## src/rtl/sensor_pkg.sv

```systemverilog
// Shared definitions for the sensor conditioner and the wall-following direction FSM.
package sensor_pkg;

    localparam int unsigned N_SENS = 4;

    localparam int unsigned SENS_UP    = 0;
    localparam int unsigned SENS_RIGHT = 1;
    localparam int unsigned SENS_DOWN  = 2;
    localparam int unsigned SENS_LEFT  = 3;

    typedef enum logic [1:0] {
        UP    = 2'b00,
        RIGHT = 2'b01,
        DOWN  = 2'b10,
        LEFT  = 2'b11
    } dir_e;

endpackage

```

## src/rtl/debounce_channel.sv

```systemverilog
// Single-bit debouncer: accepts a new level after DEB_CYCLES consecutive differing
// tick-samples and emits a one-clk rise or fall pulse on acceptance.
module debounce_channel #(
    parameter int unsigned DEB_CYCLES = 16
) (
    input  logic i_clk,
    input  logic i_rst,
    input  logic i_tick,
    input  logic i_sample,
    output logic o_level,
    output logic o_rise,
    output logic o_fall,
    output logic o_busy
);

    localparam int unsigned CNT_W = $clog2(DEB_CYCLES + 1);
    localparam logic [CNT_W-1:0] CNT_LAST = CNT_W'(DEB_CYCLES - 1);

    logic             r_deb;
    logic [CNT_W-1:0] r_cnt;
    logic             r_rise;
    logic             r_fall;
    logic             w_differ;
    logic             w_last;

    assign w_differ = i_sample ^ r_deb;
    assign w_last   = (r_cnt == CNT_LAST);

    always_ff @(posedge i_clk) begin
        if (i_rst) begin
            r_deb  <= 1'b0;
            r_cnt  <= '0;
            r_rise <= 1'b0;
            r_fall <= 1'b0;
        end else begin
            // Pulses are cleared every clk, independent of tick.
            r_rise <= 1'b0;
            r_fall <= 1'b0;
            if (i_tick) begin
                if (!w_differ) begin
                    r_cnt <= '0;
                end else if (w_last) begin
                    r_deb  <= i_sample;
                    r_cnt  <= '0;
                    r_rise <= i_sample;
                    r_fall <= ~i_sample;
                end else begin
                    r_cnt <= r_cnt + CNT_W'(1);
                end
            end
        end
    end

    assign o_level = r_deb;
    assign o_rise  = r_rise;
    assign o_fall  = r_fall;
    assign o_busy  = |r_cnt;

endmodule

```

## src/rtl/sensor_conditioner.sv

```systemverilog
// Debounces the raw sensor lines feeding the direction FSM.
// Define SENSOR_SYNC_EN to insert a 2-flop synchronizer per bit ahead of debounce.
module sensor_conditioner #(
    parameter int unsigned N_SENS     = sensor_pkg::N_SENS,
    parameter int unsigned DEB_CYCLES = 16
) (
    input  logic              clk,
    input  logic              rst,
    input  logic [N_SENS-1:0] sensor_raw,
    input  logic              tick,
    output logic [N_SENS-1:0] sensor,
    output logic [N_SENS-1:0] sensor_rise,
    output logic [N_SENS-1:0] sensor_fall,
    output logic              stable
);

    logic [N_SENS-1:0] w_sample;
    logic [N_SENS-1:0] w_busy;

`ifdef SENSOR_SYNC_EN
    logic [N_SENS-1:0] r_sync1;
    logic [N_SENS-1:0] r_sync2;

    // Free-running on clk so the synchronizer settles even while tick is low.
    always_ff @(posedge clk) begin
        if (rst) begin
            r_sync1 <= '0;
            r_sync2 <= '0;
        end else begin
            r_sync1 <= sensor_raw;
            r_sync2 <= r_sync1;
        end
    end

    assign w_sample = r_sync2;
`else
    assign w_sample = sensor_raw;
`endif

    for (genvar g = 0; g < N_SENS; g++) begin : g_chan
        debounce_channel #(
            .DEB_CYCLES(DEB_CYCLES)
        ) u_chan (
            .i_clk   (clk),
            .i_rst   (rst),
            .i_tick  (tick),
            .i_sample(w_sample[g]),
            .o_level (sensor[g]),
            .o_rise  (sensor_rise[g]),
            .o_fall  (sensor_fall[g]),
            .o_busy  (w_busy[g])
        );
    end

    assign stable = ~|w_busy;

endmodule
```

## config.mk

```make
export PLATFORM = sky130hd
export DESIGN_NAME = sensor_conditioner
export DESIGN_NICKNAME = d
export VERILOG_FILES = /design/src/rtl/sensor_pkg.sv /design/src/rtl/debounce_channel.sv /design/src/rtl/sensor_conditioner.sv
export SDC_FILE = /design/constraint.sdc
export NUM_CORES = 1
export LEC_CHECK = 0
export CORE_MARGIN = 2
export CORE_UTILIZATION = 54
export CTS_CLUSTER_SIZE = 40
export DETAILED_ROUTE_END_ITERATION = 16
export PLACE_DENSITY = 0.78
export RECOVER_POWER = 25
export SLEW_MARGIN = 20
export SYNTH_ARGS = -nofsm -noshare
export SYNTH_HDL_FRONTEND = slang
export SYNTH_SLANG_ARGS = --single-unit
```

## constraint.sdc

```tcl
create_clock -name clk -period 2 [get_ports clk]
set_clock_uncertainty 0.05 [all_clocks]
set_input_delay 0.4 -clock clk [delete_from_list [all_inputs] [get_ports clk]]
set_output_delay 0.4 -clock clk [all_outputs]
set_load 0.05 [all_outputs]
```

* Word level (Yosys, flattened, before mapping)
Cells that the tools add are included.
** Operators by class
- Bitwise gates (word level) :: 17
- Muxes and demuxes :: 8
- Equal/unequal tests :: 4
- $add $sub $neg :: 4
- Reduce and logical (&&, ||, !) cells :: 10
** Operators by type and width (number)
- two-way mux 5 bit :: 8
- adder 5 x 1 -> 5 bit, second input constant :: 4
- equality test 5 x 4 -> 1 bit, second input constant :: 4
- OR reduction 20 bit :: 1
- OR reduction 4 bit :: 4
- inverter 1 bit :: 13
- AND reduction 3 bit :: 4
- XOR 1 bit :: 4
- logical NOT 1 bit :: 1
** Word-level totals
- Word-level logic and storage cells :: 59
- Output and inout port bits :: 13
- Register bits after elaboration :: 32
- Input port bits :: 7

* Logic depth before layout (Yosys ltp)
Gate-level depths: netlist of run 1.
- Word-level depth :: 3
- Mapped depth :: 5
- Gate-level depth less buffers :: 5

* Modules after synthesis
From an unflattened synthesis of run 1, not the netlist that was laid out.
** Unflattened totals
- Cell total of the unflattened synthesis :: 173
- Area total of the unflattened synthesis :: 1599.0 um^2
** By module, submodules not included
- debounce_channel :: times used 4, area an instance 396.6 um^2, cells an instance 43, sequential area each 160.2 um^2
- sensor_conditioner :: times used 1, area an instance 12.5 um^2, cells an instance 1, sequential area each 0.0 um^2

* Least setup slack after synthesis of run 1
No wires, ideal clock.
- Path type :: flip-flop to output port
- Start point :: reg g_chan[0].u_chan.r_cnt[0]
- End point :: out stable
- Required time :: 1.550 ns
- Arrival :: 2.344 ns
- Buffers on the path :: 0
- Path slack :: -0.794 ns
- Cell stages (with the launch flop) :: 6
- Cell sequence :: dfxtp_1 -> inv_1 -> ha_1 -> nor4b_1 -> nand4_1 -> nor4_1
** On the way
- Word-level cells in the longest chain between the ends :: 2
** Ends and longest elaborated chain
- from (decl) :: line debounce_channel.sv:20 : logic [CNT_W-1:0] r_cnt;
- from (signal assigned) :: line debounce_channel.sv:48 : r_cnt <= r_cnt + CNT_W'(1);
- OR reduction 20 bit :: line sensor_conditioner.sv:55 : assign stable = ~|w_busy;
- logical NOT 1 bit :: line sensor_conditioner.sv:55
- to (decl) :: line sensor_conditioner.sv:14 : output logic stable
Every way passes these cells.

* Worst setup path after layout of run 1
Ends and elaborated chain as after synthesis.

==> results of run 1 <==
==> per-layer routing <==
layer  vias up  global-route usage  wire length [um]  part of all wire
met3        13             0.08482               181             0.050
met5         -                   0                 0                 0
met4         0              0.1329               114             0.031
met1       679              0.2734              1541              0.42
li1        708                   -                 -                 -
met2        48              0.4058              1801              0.49
==> logic make-up (layout without fill, tap and decap cells) <==
logic type,after synthesis,in the layout
buffers and inverters,30,50
flip-flops,32,32
XOR/XNOR,5,5
AO/OA/AOI/OAI,36,36
adder cells (fa/ha/maj),6,6
AND/OR/NAND/NOR,78,78
==> critical path, delay by kind of cell (launching register included) <==
kind | cells | cell delay, ns
and+or+nand+nor | 3 | 0.56
DFF | 1 | 0.33
buffers and inverters | 2 | 0.25
adders and majority gates | 1 | 0.12
==> state kept, by name, indices dropped and copies added, names as in the netlist <==
name,count
g_chan.u_chan.o_rise,4
g_chan.u_chan.o_fall,4
g_chan.u_chan.r_cnt,20
g_chan.u_chan.o_level,4
==> report_power, final <==
group	switching, W	total [W]	internal [W]
sequential	0.00000860	0.000652	0.000644
clock	0.000201	0.000318	0.000117
combinational	0.0000812	0.000145	0.0000642
==> final cells by class <==
type | instances | share of cell area
multi-input combinational | 125 | 0.4416
sequential | 32 | 0.3406
timing repair buffer | 33 | 0.1542
inverter | 12 | 0.02362
tap | 31 | 0.02034
clock buffer | 5 | 0.01969
==> per-stage QoR <==
stage / utilization / TNS [ns] / instance area (um^2) / hold WS [ns]
2_1_floorplan: - / 0 / 1602 / 0.3963
3_3_place_gp: 0.6487 / 0 / 1804 / 0.4229
3_5_place_dp: 0.6487 / 0 / 1804 / 0.4297
4_1_cts: 0.6878 / -0.03577 / 1913 / 0.4314
5_1_grt: 0.6856 / -0.1936 / 1907 / 0.4485
6_report: 0.6856 / -0.04758 / 1907 / 0.4299
==> synthesized netlist by cell type (2+ instances only) <==
cell	number
buf_4	12
o21ai_0	8
a21oi_1	21
nand4b_1	7
nor3b_1	9
nor3_1	6
a31oi_1	5
nand4_1	9
dfxtp_1	32
nor2b_1	4
and4b_1	4
nand2_1	16
clkbuf_1	4
nor4_1	3
xor2_1	4
ha_1	6
nand2b_1	2
nand3_1	11
or3_1	3
inv_1	12
==> placed cells by master (no fill, tap or decap), types with 2 or more instances in the layout <==
master,netlist,final
dfxtp_1,32,25
nand2_1,16,16
nor4_2,0,2
buf_4,12,13
a21oi_1,21,21
dfxtp_2,0,7
clkbuf_1,4,3
nand3_1,11,11
inv_2,0,2
dlymetal6s2s_1,0,2
nand4_1,9,9
clkdlybuf4s50_1,0,12
nor3b_1,9,9
nand4b_1,7,7
xor2_1,4,4
and4b_1,4,4
clkbuf_4,0,5
dlygate4sd3_1,0,2
a31oi_1,5,5
ha_1,6,5
or3_1,3,3
o21ai_0,8,8
nor2b_1,4,4
nand2b_1,2,2
inv_1,12,10
nor3_1,6,6
==> repair_timing <==
action | 4_1_cts | 5_1_grt
buffers inserted | 3 | 0
pin swaps | 5 | 0
gates resized for setup | 15 | 2
setup endpoints to repair | 1 | 3
==> how the worst min path moves through the flow <==
| stage | slack, ns | to | cells past startpoint |
|---|---|---|---|
| finish | 0.43 | g_chan[1].u_chan.r_cnt[4] | 1 |
| global route | 0.45 | g_chan[1].u_chan.r_cnt[4] | 1 |
| CTS | 0.43 | g_chan[1].u_chan.r_cnt[4] | 1 |
| detailed placement | 0.43 | g_chan[1].u_chan.r_cnt[4] | 1 |
| global placement | 0.42 | g_chan[1].u_chan.r_cnt[4] | 1 |
| floorplan | 0.40 | g_chan[1].u_chan.r_cnt[4] | 1 |
==> results.cfg, run 1 <==
[run_status]
status = complete, but fails checks
failed_checks = setup timing

[yosys]
netlist.area_leader.share = 0.4038
synth_fp_nets = 200
ys_seq_elements = 32
synthCells = 187
ys_types = 29
synth-simple-area-share = 0.2973
synth_top_family_by_area = simple AND/OR/NAND/NOR gates
syn_avg_cell_area_um2 = 8.484
synth_mux_area_frac = 0
yosysWarnings = 0
seq_area_frac_synth = 0.4038
synthFlopType = dfxtp_1
synth-edff-count = 0
yosys-top-cells-area = dfxtp_1 (40%), a21oi_1 (6.6%), buf_4 (5.7%)
syn_area_um2 = 1587
synth_xor_area_frac = 0.02760
synth_compound_area_frac = 0.1238
synth_top_cell_by_area = dfxtp_1
async_flop_share = 0
yosys.area_share.adder = 0.04732

[critical_path]
crit_slowest_cell = dfxtp_2
r2r_end = g_chan[0].u_chan.o_level
critPathLaunch = g_chan[0].u_chan.r_cnt[0]
required_ns = 1.55
reg2regPathDepth = 5
path_cells = inv_2 > ha_4 > nor4b_4 > nand4_1 > nor4_4 > buf_12
path_class = reg -> out
crit_fanout = 2
endpoint_kind = primary output
arrival_ns = 1.60
r2r_slack_ns = 0.41
worstSetupEndpoint = stable
slowest_delay_ns = 0.33
rr_startpoint = g_chan[0].u_chan.r_cnt[0]
start_kind = flop

[timing]
finalCriticalPeriod_ns = 2.048
max-slew-margin-rel = 0.5484
rsz0062_at_grt = yes
worstMarginPinSlew_ns = 0.6774
setup_viol = 1
report.final.slew_viol_count = 0
hold_viol = 0
layout_setup_ws_ns = -0.04758
fin_crit_sh = 1.024
fmax_mhz = 488.4

[power]
power_w = 0.001115
ir_drop_v = 0.0005553
p_per_area_nw_per_um2 = 584.9
p_leak_nw = 0.7473

[cts]
cts.root.buffer_cell = clkbuf_4
clkTransAtPathRegs_ns = 0.09
cts_tree = yes
clock_sinks = 32
ctsHoldBuffers = 0
h-tree-depth = 2
clkLatencyLatePin_ns = 0.34
clk_path_buf_depth = 2
numCtsBuffers = 5

[floorplan]
core_area_um2 = 2781
rows = 19
die-area_um2 = 3388
start_util = 0.5704
die_h_um = 58.21
io_pins = 20
die_x_um = 58.21

[global_route]
grt_pass1_vias = 1404
grt_pass1_wl_um = 6051
antenna_found_initial = 0
gr-total-overflow = 0
grt_usage = 0.2443
grt_max_degree = 16

[place]
hpwl_um = 2583
portBuffers = 19
placedCellCount = 230
dpl_worst_slack_ns = 0.1142
place_congestion = 0.8663

[route]
detail-route-antenna-nets = 0
wl_per_cell_um = 15.29
vias = 1448
dr.first_iter.drc_count = 65
drc_errors = 0
first_pass_iters = 4
wl_um = 3639
via_per_inst = 6.084

[worst_hold_path]
holdCritStartpoint = g_chan[1].u_chan.r_cnt[4]
min_path_type = reg -> reg

[cells_and_area]
fillerInstances = 215
syn_to_final_growth_pct = 20.19
antenna_cells = 0
fin_nets = 222
seqCellArea_um2 = 649.4
drive_above_1_share = 0.1594
multi_input_area_um2 = 842.1
instances_no_fill = 238

[flow_run]
maxCapViolations = 0
(Power assumes the default switching activity.)
==> run 2: changes to the inputs <==
- CAP_MARGIN: not set -> 20
==> results of run 2 <==
The final DEF is identical to that of run 1; final timing and power are the same.
==> run 3: changes to the inputs <==
- CTS_CLUSTER_SIZE: 40 -> 24
==> results of run 3 <==
The final DEF is identical to that of run 1; final timing and power are the same.
==> edit, RTL diff (settings of run 3) <==
Compare `r_cnt` against `CNT_LAST` with >= in place of ==.
--- a/src/rtl/debounce_channel.sv
+++ b/src/rtl/debounce_channel.sv
@@ -24,7 +24,7 @@
     logic             w_last;
 
     assign w_differ = i_sample ^ r_deb;
-    assign w_last   = (r_cnt == CNT_LAST);
+    assign w_last   = (r_cnt >= CNT_LAST);
 
     always_ff @(posedge i_clk) begin
         if (i_rst) begin
Check against the original RTL: same outputs for any inputs over 10 cycles, from zero or initial values and one cycle with rst high; that may be too few to reach the edited logic, so the function may still have changed.
==> edit against run 3 <==
The run still ends with negative setup slack left; power increased by 9.3%; utilization decreased by 0.64 points; worst setup slack got worse by 0.11 ns; combinational power increased by 18%; sequential cell count unchanged; clock power increased by 25%; first-iteration DRC count increased by 65%; final cell count increased by 17%; wire length increased by 18%; largest power group unchanged; hold slack improved by 0.029 ns; synthesized area increased by 17%; synthesized cell count increased by 10%; final area increased by 18%.
==> edit: results (changes against run 3) <==
- Outcome: complete, but fails checks (unchanged)
- Failing checks: negative setup slack (unchanged)
- DP Area: 2117 um^2 (was 1804 um^2)
- Min-delay src: g_chan[2].u_chan.o_level$_SDFFE_PP0P_ (was g_chan[1].u_chan.r_cnt[4]$_SDFFE_PP0P_)
- R2R Setup Slk: -0.02 ns (was 0.41 ns)
- R2R Path End: g_chan[0].u_chan.o_rise$_SDFF_PP0_ (was g_chan[0].u_chan.o_level$_SDFFE_PP0P_)
- Initial antenna violation count: 0 (unchanged)
- Vias in the first global route: 1,601 (was 1,404)
- Internal power: 0.0008924 W (was 0.0008249 W)
- Most area-consuming cells after synthesis: dfxtp_1 (35%), ha_1 (6.8%), nand2b_1 (6.1%) (was dfxtp_1 (40%), a21oi_1 (6.6%), buf_4 (5.7%))
- Min-Delay Path Depth: 2 (was 1)
- Drt wl/cell: 15.41 um (was 15.29 um)
- WS Path Type: reg2out (unchanged)
- Initial drt markers: 107 (was 65)
- Layout cells sized above 1: 23.18% (was 15.94%)
- IR drop worst, VDD: 328.9 uV (was 555.3 uV)
- Total wire length: 4298 um (was 3639 um)
- CP Data Arrival Time: 1.71 ns (was 1.60 ns)
- Total GRT Usage: 23.35% (was 24.43%)
- Largest net degree at the start of global routing: 18 (was 16)
- Final-report setup violation count: 2 (was 1)
- Leakage: 0.8544 nW (was 0.7473 nW)
- Fill cells: 286 (was 215)
- Top cells by count, synth: dfxtp_1 (32), nand2b_1 (18), inv_1 (14) (was dfxtp_1 (32), a21oi_1 (21), nand2_1 (16))
- Syn nets: 223 (was 200)
- WHS Endpoint: g_chan[2].u_chan.o_fall$_SDFF_PP0_ (was g_chan[1].u_chan.r_cnt[4]$_SDFFE_PP0P_)
- R2r worst-path depth: 8 (was 5)
- Gpl congestion: 0.8287 (was 0.8663)
- Setup ws final: -0.1569 ns (was -0.04758 ns)
- First-pass GRT wire length: 7251 um (was 6051 um)
- Fin nets: 249 (was 222)
- DP Cell Count: 268 (was 230)
## edit: cell types whose count changed in the layout (fill, tap and decap cells not counted), sizes merged, moves of 5 or more
cell	delta
or3b	+7
nand2b	+16
o32ai	+7
a21oi	-15
nand2	-10
buf	+9
and3	+5
nand4b	-5
o21ai	-8
## edit: layer usage
layer / GRT usage, % / routed length, um
met5: 0 / 0
met4: 10.56 / 114
met3: 6.306 / 159
met2: 40.86 / 2199
met1: 26.41 / 1825
## edit: per-stage QoR
step                      util [%]  setup slack (ns)  hold WS (ns)
after detailed placement     63.95         -0.007229        0.4445
after floorplan                  -           0.03201        0.4128
after global routing         67.91           -0.2377        0.4865
after CTS                    67.84           -0.2157        0.4604
final                        67.91           -0.1569        0.4584
after global placement       63.95           0.07344        0.4261
## edit: layout make-up
cell class	count	area share [%]
Multi-Input combinational cell	138	48.64
Clock buffer	6	2.282
Sequential cell	32	28.60
Timing Repair Buffer	41	15.14
Inverter	14	2.337
Tap cell	46	2.560
Clock inverter	2	0.4452
## edit: power groups by stage
stage               clock network, W  registers, W  logic [W]
finish                      0.000397      0.000651   0.000171
detailed placement                 0      0.000666   0.000157
global placement                   0      0.000665   0.000151
floorplan                          0      0.000665  0.0000905
CTS                         0.000402      0.000651   0.000169
global route                0.000435      0.000652   0.000183
## edit: cell families (layout without fill, tap and decap cells)
group,Yosys count,in the layout,synth area share [%]
mux,3,3,1.621
simple gates,91,91,32.61
flops,32,32,34.57
buf+inv,36,63,10.47
xor+xnor,4,4,1.890
fa+ha+maj,10,10,6.752
compound gates,30,30,12.09
## edit: what timing repair did
item                                    CTS  global route
cloned                                    0             0
buffers inserted                          3             0
hold buffers                              0             0
pin swaps                                 2             2
resized for setup                        11             7
endpoints found under the setup margin    1            13
hold endpoints to repair                  0             0
